==> src/rtl/fetch_stage_pkg.sv <==
// Shared types and constants for the instruction-fetch stage: FSM encoding,
// default reset vector, PC increment and the buffered instr/pc entry.
package fetch_stage_pkg;

   localparam logic [31:0] FETCH_RESET_PC = 32'hBFC0_0000;
   localparam logic [31:0] PC_INC         = 32'd4;

   typedef enum logic [1:0] {
      ST_REQ  = 2'd0,
      ST_HOLD = 2'd1,
      ST_KILL = 2'd2
   } fetch_state_e;

   typedef struct packed {
      logic [31:0] instr;
      logic [31:0] pc;
   } fetch_entry_t;

   function automatic logic [31:0] word_align(input logic [31:0] a);
      return a & ~32'h3;
   endfunction

endpackage

==> src/rtl/fetch_stage_skid_buf.sv <==
// fetch_skid_buf: one-entry instr/pc holding register for a fetch that returns
// while decode is stalled. Clear and unload both empty it; clear wins over load.
module fetch_skid_buf
   import fetch_stage_pkg::*;
(
   input  logic         clk,
   input  logic         rst,
   input  logic         i_load,
   input  logic         i_unload,
   input  logic         i_clear,
   input  fetch_entry_t i_entry,
   output logic         o_valid,
   output fetch_entry_t o_entry
);

   logic         r_valid;
   fetch_entry_t r_entry;

   always_ff @(posedge clk or posedge rst) begin
      if (rst) begin
         r_valid <= 1'b0;
         r_entry <= '0;
      end else begin
         if (i_clear || i_unload)
            r_valid <= 1'b0;
         else if (i_load)
            r_valid <= 1'b1;
         if (i_load && !i_clear)
            r_entry <= i_entry;
      end
   end

   assign o_valid = r_valid;
   assign o_entry = r_entry;

endmodule

==> src/rtl/fetch_stage.sv <==
// fetch_stage: MIPS IF stage with a single-outstanding req/ack fetch, skid buffer
// and decode redirects. Define FETCH_DELAY_SLOT_EN for delay-slot redirect semantics.
module fetch_stage
   import fetch_stage_pkg::*;
#(
   parameter logic [31:0] RESET_PC = FETCH_RESET_PC
) (
   input  logic        clk,
   input  logic        rst,
   input  logic        stallF,
   input  logic        redirect_valid,
   input  logic [31:0] redirect_pc,
   output logic        inst_req,
   output logic [31:0] inst_addr,
   input  logic        inst_ack,
   input  logic [31:0] inst_rdata,
   output logic        instrF_valid,
   output logic [31:0] instrF,
   output logic [31:0] pcF
);

   fetch_state_e r_state, w_state_nxt;
   logic         r_req, r_valid_q;
   logic [31:0]  r_req_addr, r_pc, r_instr, r_pcF;
   logic [31:0]  w_pc_nxt, w_req_addr_nxt, w_pc_inc, w_tgt;
   logic         w_ack, w_redir, w_flush, w_valid_nxt, w_out_ld;
   logic         w_buf_ld, w_buf_unld, w_buf_valid;
   fetch_entry_t w_mem_entry, w_out_entry, w_buf_entry;
`ifdef FETCH_DELAY_SLOT_EN
   logic         r_pend_redir;
   logic [31:0]  r_pend_pc;
   logic         w_pend_set, w_pend_clr;
`endif

   // An ack only counts while a request is actually on the bus.
   assign w_ack       = inst_ack & r_req;
   assign w_redir     = redirect_valid & ~stallF;
   assign w_tgt       = word_align(redirect_pc);
   assign w_pc_inc    = r_pc + PC_INC;
   assign w_mem_entry = '{instr: inst_rdata, pc: r_req_addr};

   // Flush = wrong-path work must be dropped. With delay slots that is only when
   // the slot is the instruction being consumed now.
`ifdef FETCH_DELAY_SLOT_EN
   assign w_flush = w_redir & r_valid_q;
`else
   assign w_flush = w_redir;
`endif

   always_comb begin
      w_state_nxt    = r_state;
      w_pc_nxt       = r_pc;
      w_req_addr_nxt = r_req_addr;
      w_out_ld       = 1'b0;
      w_out_entry    = w_mem_entry;
      w_buf_ld       = 1'b0;
      w_buf_unld     = 1'b0;
`ifdef FETCH_DELAY_SLOT_EN
      w_pend_set     = 1'b0;
      w_pend_clr     = 1'b0;
`endif
      case (r_state)
         ST_REQ: begin
            if (w_flush) begin
               w_pc_nxt = w_tgt;
               if (w_ack)
                  w_req_addr_nxt = w_tgt;
               else
                  w_state_nxt = ST_KILL;
            end else if (w_ack) begin
               w_pc_nxt = w_pc_inc;
               if (!stallF || !r_valid_q) begin
                  w_out_ld = 1'b1;
`ifdef FETCH_DELAY_SLOT_EN
                  w_pend_clr = 1'b1;
                  if (w_redir)
                     w_pc_nxt = w_tgt;
                  else if (r_pend_redir)
                     w_pc_nxt = r_pend_pc;
`endif
               end else begin
                  w_buf_ld    = 1'b1;
                  w_state_nxt = ST_HOLD;
               end
               w_req_addr_nxt = w_pc_nxt;
            end
`ifdef FETCH_DELAY_SLOT_EN
            else if (w_redir)
               w_pend_set = 1'b1;
`endif
         end
         ST_HOLD: begin
            if (w_flush) begin
               w_pc_nxt       = w_tgt;
               w_req_addr_nxt = w_tgt;
               w_state_nxt    = ST_REQ;
            end else if (!stallF && w_buf_valid) begin
               w_out_ld    = 1'b1;
               w_out_entry = w_buf_entry;
               w_buf_unld  = 1'b1;
               w_state_nxt = ST_REQ;
            end
         end
         ST_KILL: begin
            // The abandoned request stays on the bus until memory answers it.
            if (w_redir)
               w_pc_nxt = w_tgt;
            if (w_ack) begin
               w_req_addr_nxt = w_pc_nxt;
               w_state_nxt    = ST_REQ;
            end
         end
         default: w_state_nxt = ST_REQ;
      endcase
      w_valid_nxt = w_out_ld ? 1'b1 : (stallF ? r_valid_q : 1'b0);
   end

   always_ff @(posedge clk or posedge rst) begin
      if (rst) begin
         r_state    <= ST_REQ;
         r_req      <= 1'b0;
         r_req_addr <= RESET_PC;
         r_pc       <= RESET_PC;
         r_valid_q  <= 1'b0;
         r_instr    <= '0;
         r_pcF      <= '0;
`ifdef FETCH_DELAY_SLOT_EN
         r_pend_redir <= 1'b0;
         r_pend_pc    <= '0;
`endif
      end else begin
         r_state    <= w_state_nxt;
         r_req      <= (w_state_nxt != ST_HOLD);
         r_req_addr <= w_req_addr_nxt;
         r_pc       <= w_pc_nxt;
         r_valid_q  <= w_valid_nxt;
         if (w_out_ld) begin
            r_instr <= w_out_entry.instr;
            r_pcF   <= w_out_entry.pc;
         end
`ifdef FETCH_DELAY_SLOT_EN
         if (w_pend_set) begin
            r_pend_redir <= 1'b1;
            r_pend_pc    <= w_tgt;
         end else if (w_pend_clr) begin
            r_pend_redir <= 1'b0;
         end
`endif
      end
   end

   fetch_skid_buf u_skid (
      .clk      (clk),
      .rst      (rst),
      .i_load   (w_buf_ld),
      .i_unload (w_buf_unld),
      .i_clear  (w_flush),
      .i_entry  (w_mem_entry),
      .o_valid  (w_buf_valid),
      .o_entry  (w_buf_entry)
   );

   assign inst_req     = r_req;
   assign inst_addr    = r_req_addr;
   assign instrF_valid = r_valid_q;
   assign instrF       = r_instr;
   assign pcF          = r_pcF;

endmodule
==> config.mk <==
export PLATFORM = sky130hd
export DESIGN_NAME = fetch_stage
export DESIGN_NICKNAME = d
export VERILOG_FILES = /design/src/rtl/fetch_stage_pkg.sv /design/src/rtl/fetch_stage_skid_buf.sv /design/src/rtl/fetch_stage.sv
export SDC_FILE = /design/constraint.sdc
export NUM_CORES = 1
export LEC_CHECK = 0
export ABC_AREA = 1
export BUFFER_PORTS_ARGS = -buffer_cell sky130_fd_sc_hd__buf_2
export CAP_MARGIN = 10
export CORE_MARGIN = 4
export CORE_UTILIZATION = 57
export CTS_CLUSTER_DIAMETER = 200
export CTS_CLUSTER_SIZE = 40
export DETAILED_ROUTE_END_ITERATION = 8
export PLACE_DENSITY = 0.8
export SYNTH_ARGS = -nofsm -noshare
export SYNTH_HDL_FRONTEND = slang
export SYNTH_SLANG_ARGS = --single-unit
==> constraint.sdc <==
create_clock -name clk -period 7.8 [get_ports clk]
set_input_delay 1.56 -clock clk [delete_from_list [all_inputs] [get_ports clk]]
set_output_delay 1.56 -clock clk [all_outputs]
set_load 0.005 [all_outputs]
==> reports/qor.yml <==
outcome: "finished clean"
via_per_inst: 5.421
syn_area_per_cell_um2: 7.571
crit_chain: "buf_2 > inv_2 > nand2_4 > nand3_2 > buf_4 > nand2_4 > buf_4 > nor2_1 > a31oi_1"
grt_max_degree: 147
grt_pass1_wl_mm: 43.42
place_area_um2: 11240
cts_buffers: 17
nNetsFinal: 1575
syn_area_um2: 10460
die_x_um: 143.4
cts_root_buffer: "clkbuf_16"
synthArstFlopShare: 1.000
r2r_slack_ns: 4.96
p_clk_frac: 0.180
antenna_left: 0
core.rowCount: 49
max_freq_mhz: 255.3
cts_num_sinks: 197
drc_errors: 0
dpl.hpwl_mm: 17.93
track_usage: 0.2619
fin_crit_ns: 3.917
seq_area_frac_synth: 0.4737
setup_viol: 0
gp_congestion: 0.8946
finalInstanceArea_um2: 11800
dp_slack_ns: 3.463
finalClockSkew_ns: 0.01581
hold_class: "reg2reg"
ys.flop_type: "dfrtp_1"
yosysUniqueCellTypes: 40
ctsHoldBuffers: 0
grt_overflow_total: 0
setup_tns_ns: 0
intPower_mw: 2.789
switchingPower_mw: 1.944
post_cts_buffers: 0
worstSetupEndpointType: "flip-flop"
cts_resized: 0
detail_route.first_pass.iterations: 5
power_frac_seq: 0.401
tightest_slew_ns: 1.189
vias: 9448
worstSetupStartpointType: "primary input"
die-area_um2: 20570
fin_total_pwr_mw: 4.733
cts.path.max_buffers: 2
n_antenna_cell: 0
io_buffers: 164
cp_data_arrival_time_ns: 4.19
relSlewSlack: 0.2064
cp_max_fo: 67
final_core_util: 0.6547
synth_top_area_frac: 0.4284
clock_latency_ns: 0.44
ys_ff_latch: 197
max_stage_delay_ns: 0.60
die_height_um: 143.4
yosys_warnings: 0
power.density_nw_per_um2: 401.1
clk_pin_slew_ns: 0.08
synth_commonest_cells: "403 x nand2_1, 201 x nor2_1, 179 x dfrtp_1"
htree_levels: 4
wl_mm: 26.88
synth-edff-count: 0
first_global_vias: 8642
setup_ws_ns: 3.883
leakage_nw: 6.110
slowest_stage: "buf_4"
peakVddDrop_v: 0.0002049
rsz0062_at_grt: "false"
drtIter0Drc: 889
drive_gt1_frac: 0.1803
min_period_over_period: 0.5022
cp_data_required_time_ns: 8.07
coreArea_um2: 18020
hold_ws_ns: 0.4713
swShare: 0.4107
antenna_found_initial: 0
placed_cells: 1711
final_max_slew_viol_count: 0
num_io_pins: 167
netlist_top_cells_area: "dfrtp_1 43%, nand2_1 14%, nor2_1 7.2%"
synth_most_common_cell: "nand2_1"
final_cell_count_no_fill: 1743
drv_cap: 0
syn_inst: 1381
post_drt_wl_per_cell_um: 15.42
initial_core_util: 0.5800
path_class: "in2reg"
cts_tree: "done"
area_growth_pct: 12.88
hold_violations: 0
comb_power_share: 0.418
synth_nets: 1455
synth_area_leader_cell: "dfrtp_1"
==> metal layers <==
| metal | global-route usage | vias up | wire length (µm) |
|---|---|---|---|
| met5 | 0 | - | 0 |
| met4 | 0.08176 | 0 | 497 |
| met3 | 0.03827 | 37 | 2227 |
| met2 | 0.4100 | 401 | 12120 |
| met1 | 0.3800 | 4387 | 12030 |
| li1 | - | 4623 | - |
==> worst paths after layout <==
| kind | endpoint | cells after the start | start |
|---|---|---|---|
| worst max-delay path | pcF[25]$_DFFE_PP0P_ | 9 | stallF |
| worst min-delay path | r_pc[1]$_DFFE_PP0P_ | 2 | r_pc[1]$_DFFE_PP0P_ |
| worst max register to register | pcF[25]$_DFFE_PP0P_ | 8 | r_state[1]$_DFF_PP0_ |
| worst min register to register | r_pc[1]$_DFFE_PP0P_ | 2 | r_pc[1]$_DFFE_PP0P_ |
| max in group asynchronous | r_pc[4]$_DFFE_PP0P_ | 3 | rst |
| min in group asynchronous | instrF[4]$_DFFE_PP0P_ | 2 | rst |
==> cells by family (layout without fill, tap and decap cells) <==
family | after synthesis | count (layout) | synth area share
and+or+nand+nor | 709 | 709 | 0.2738
buffers and inverters | 236 | 369 | 0.09813
AOI/OAI and AO/OA | 200 | 200 | 0.1118
adders and majority gates | 5 | 5 | 0.005984
muxes | 34 | 34 | 0.03662
DFF | 197 | 197 | 0.4737
==> registers in the layout (all words and copies together) (netlist names) <==
name	cells
instrF_valid	1
u_skid.o_valid	1
inst_req	1
inst_addr	32
pcF	32
r_pc	32
u_skid.o_entry	64
instrF	32
r_state	2
==> layout make-up <==
type	count	area [µm²]
Clock inverter	13	122.6
Sequential cell	197	4952
Timing Repair Buffer	172	880.8
Tap cell	229	286.5
Fill cell	1540	6223
Clock buffer	19	442.9
Inverter	165	626.9
Multi-Input combinational cell	948	4489
==> critical path: cells and delay by family <==
kind,cells,cell delay [ns]
AOI/OAI and AO/OA,1,0.06
buffers and inverters,4,1.32
and+or+nand+nor,4,1.17
==> layout by cell type, fill, tap and decap left out, types with 4 or more instances in the layout <==
cell type | synthesis | final
o211ai_1 | 7 | 7
dfstp_2 | 18 | 18
nand3_1 | 75 | 75
nand4_1 | 9 | 9
inv_6 | 0 | 4
buf_2 | 33 | 164
inv_1 | 161 | 160
nor2_1 | 201 | 201
o21ai_0 | 51 | 51
dfrtp_1 | 179 | 179
mux2_2 | 34 | 34
o21ai_1 | 13 | 13
ha_1 | 5 | 5
a21oi_1 | 35 | 35
nor2_2 | 4 | 4
nand3b_1 | 4 | 4
nor2_4 | 4 | 4
nand2_1 | 403 | 402
clkbuf_16 | 0 | 17
a31oi_1 | 68 | 68
buf_4 | 18 | 8
a21boi_1 | 14 | 14
o21a_1 | 4 | 4
==> power by group through the flow <==
stage               Clock [mW]  Sequential [mW]  Combinational, mW
finish                   0.853             1.90               1.98
global route             0.905             1.96               2.25
CTS                      0.863             1.89               1.98
detailed placement           0             1.91               1.96
global placement             0             1.89               1.90
floorplan                    0             1.85               1.36
No activity file was read; power rests on OpenSTA's default activity.
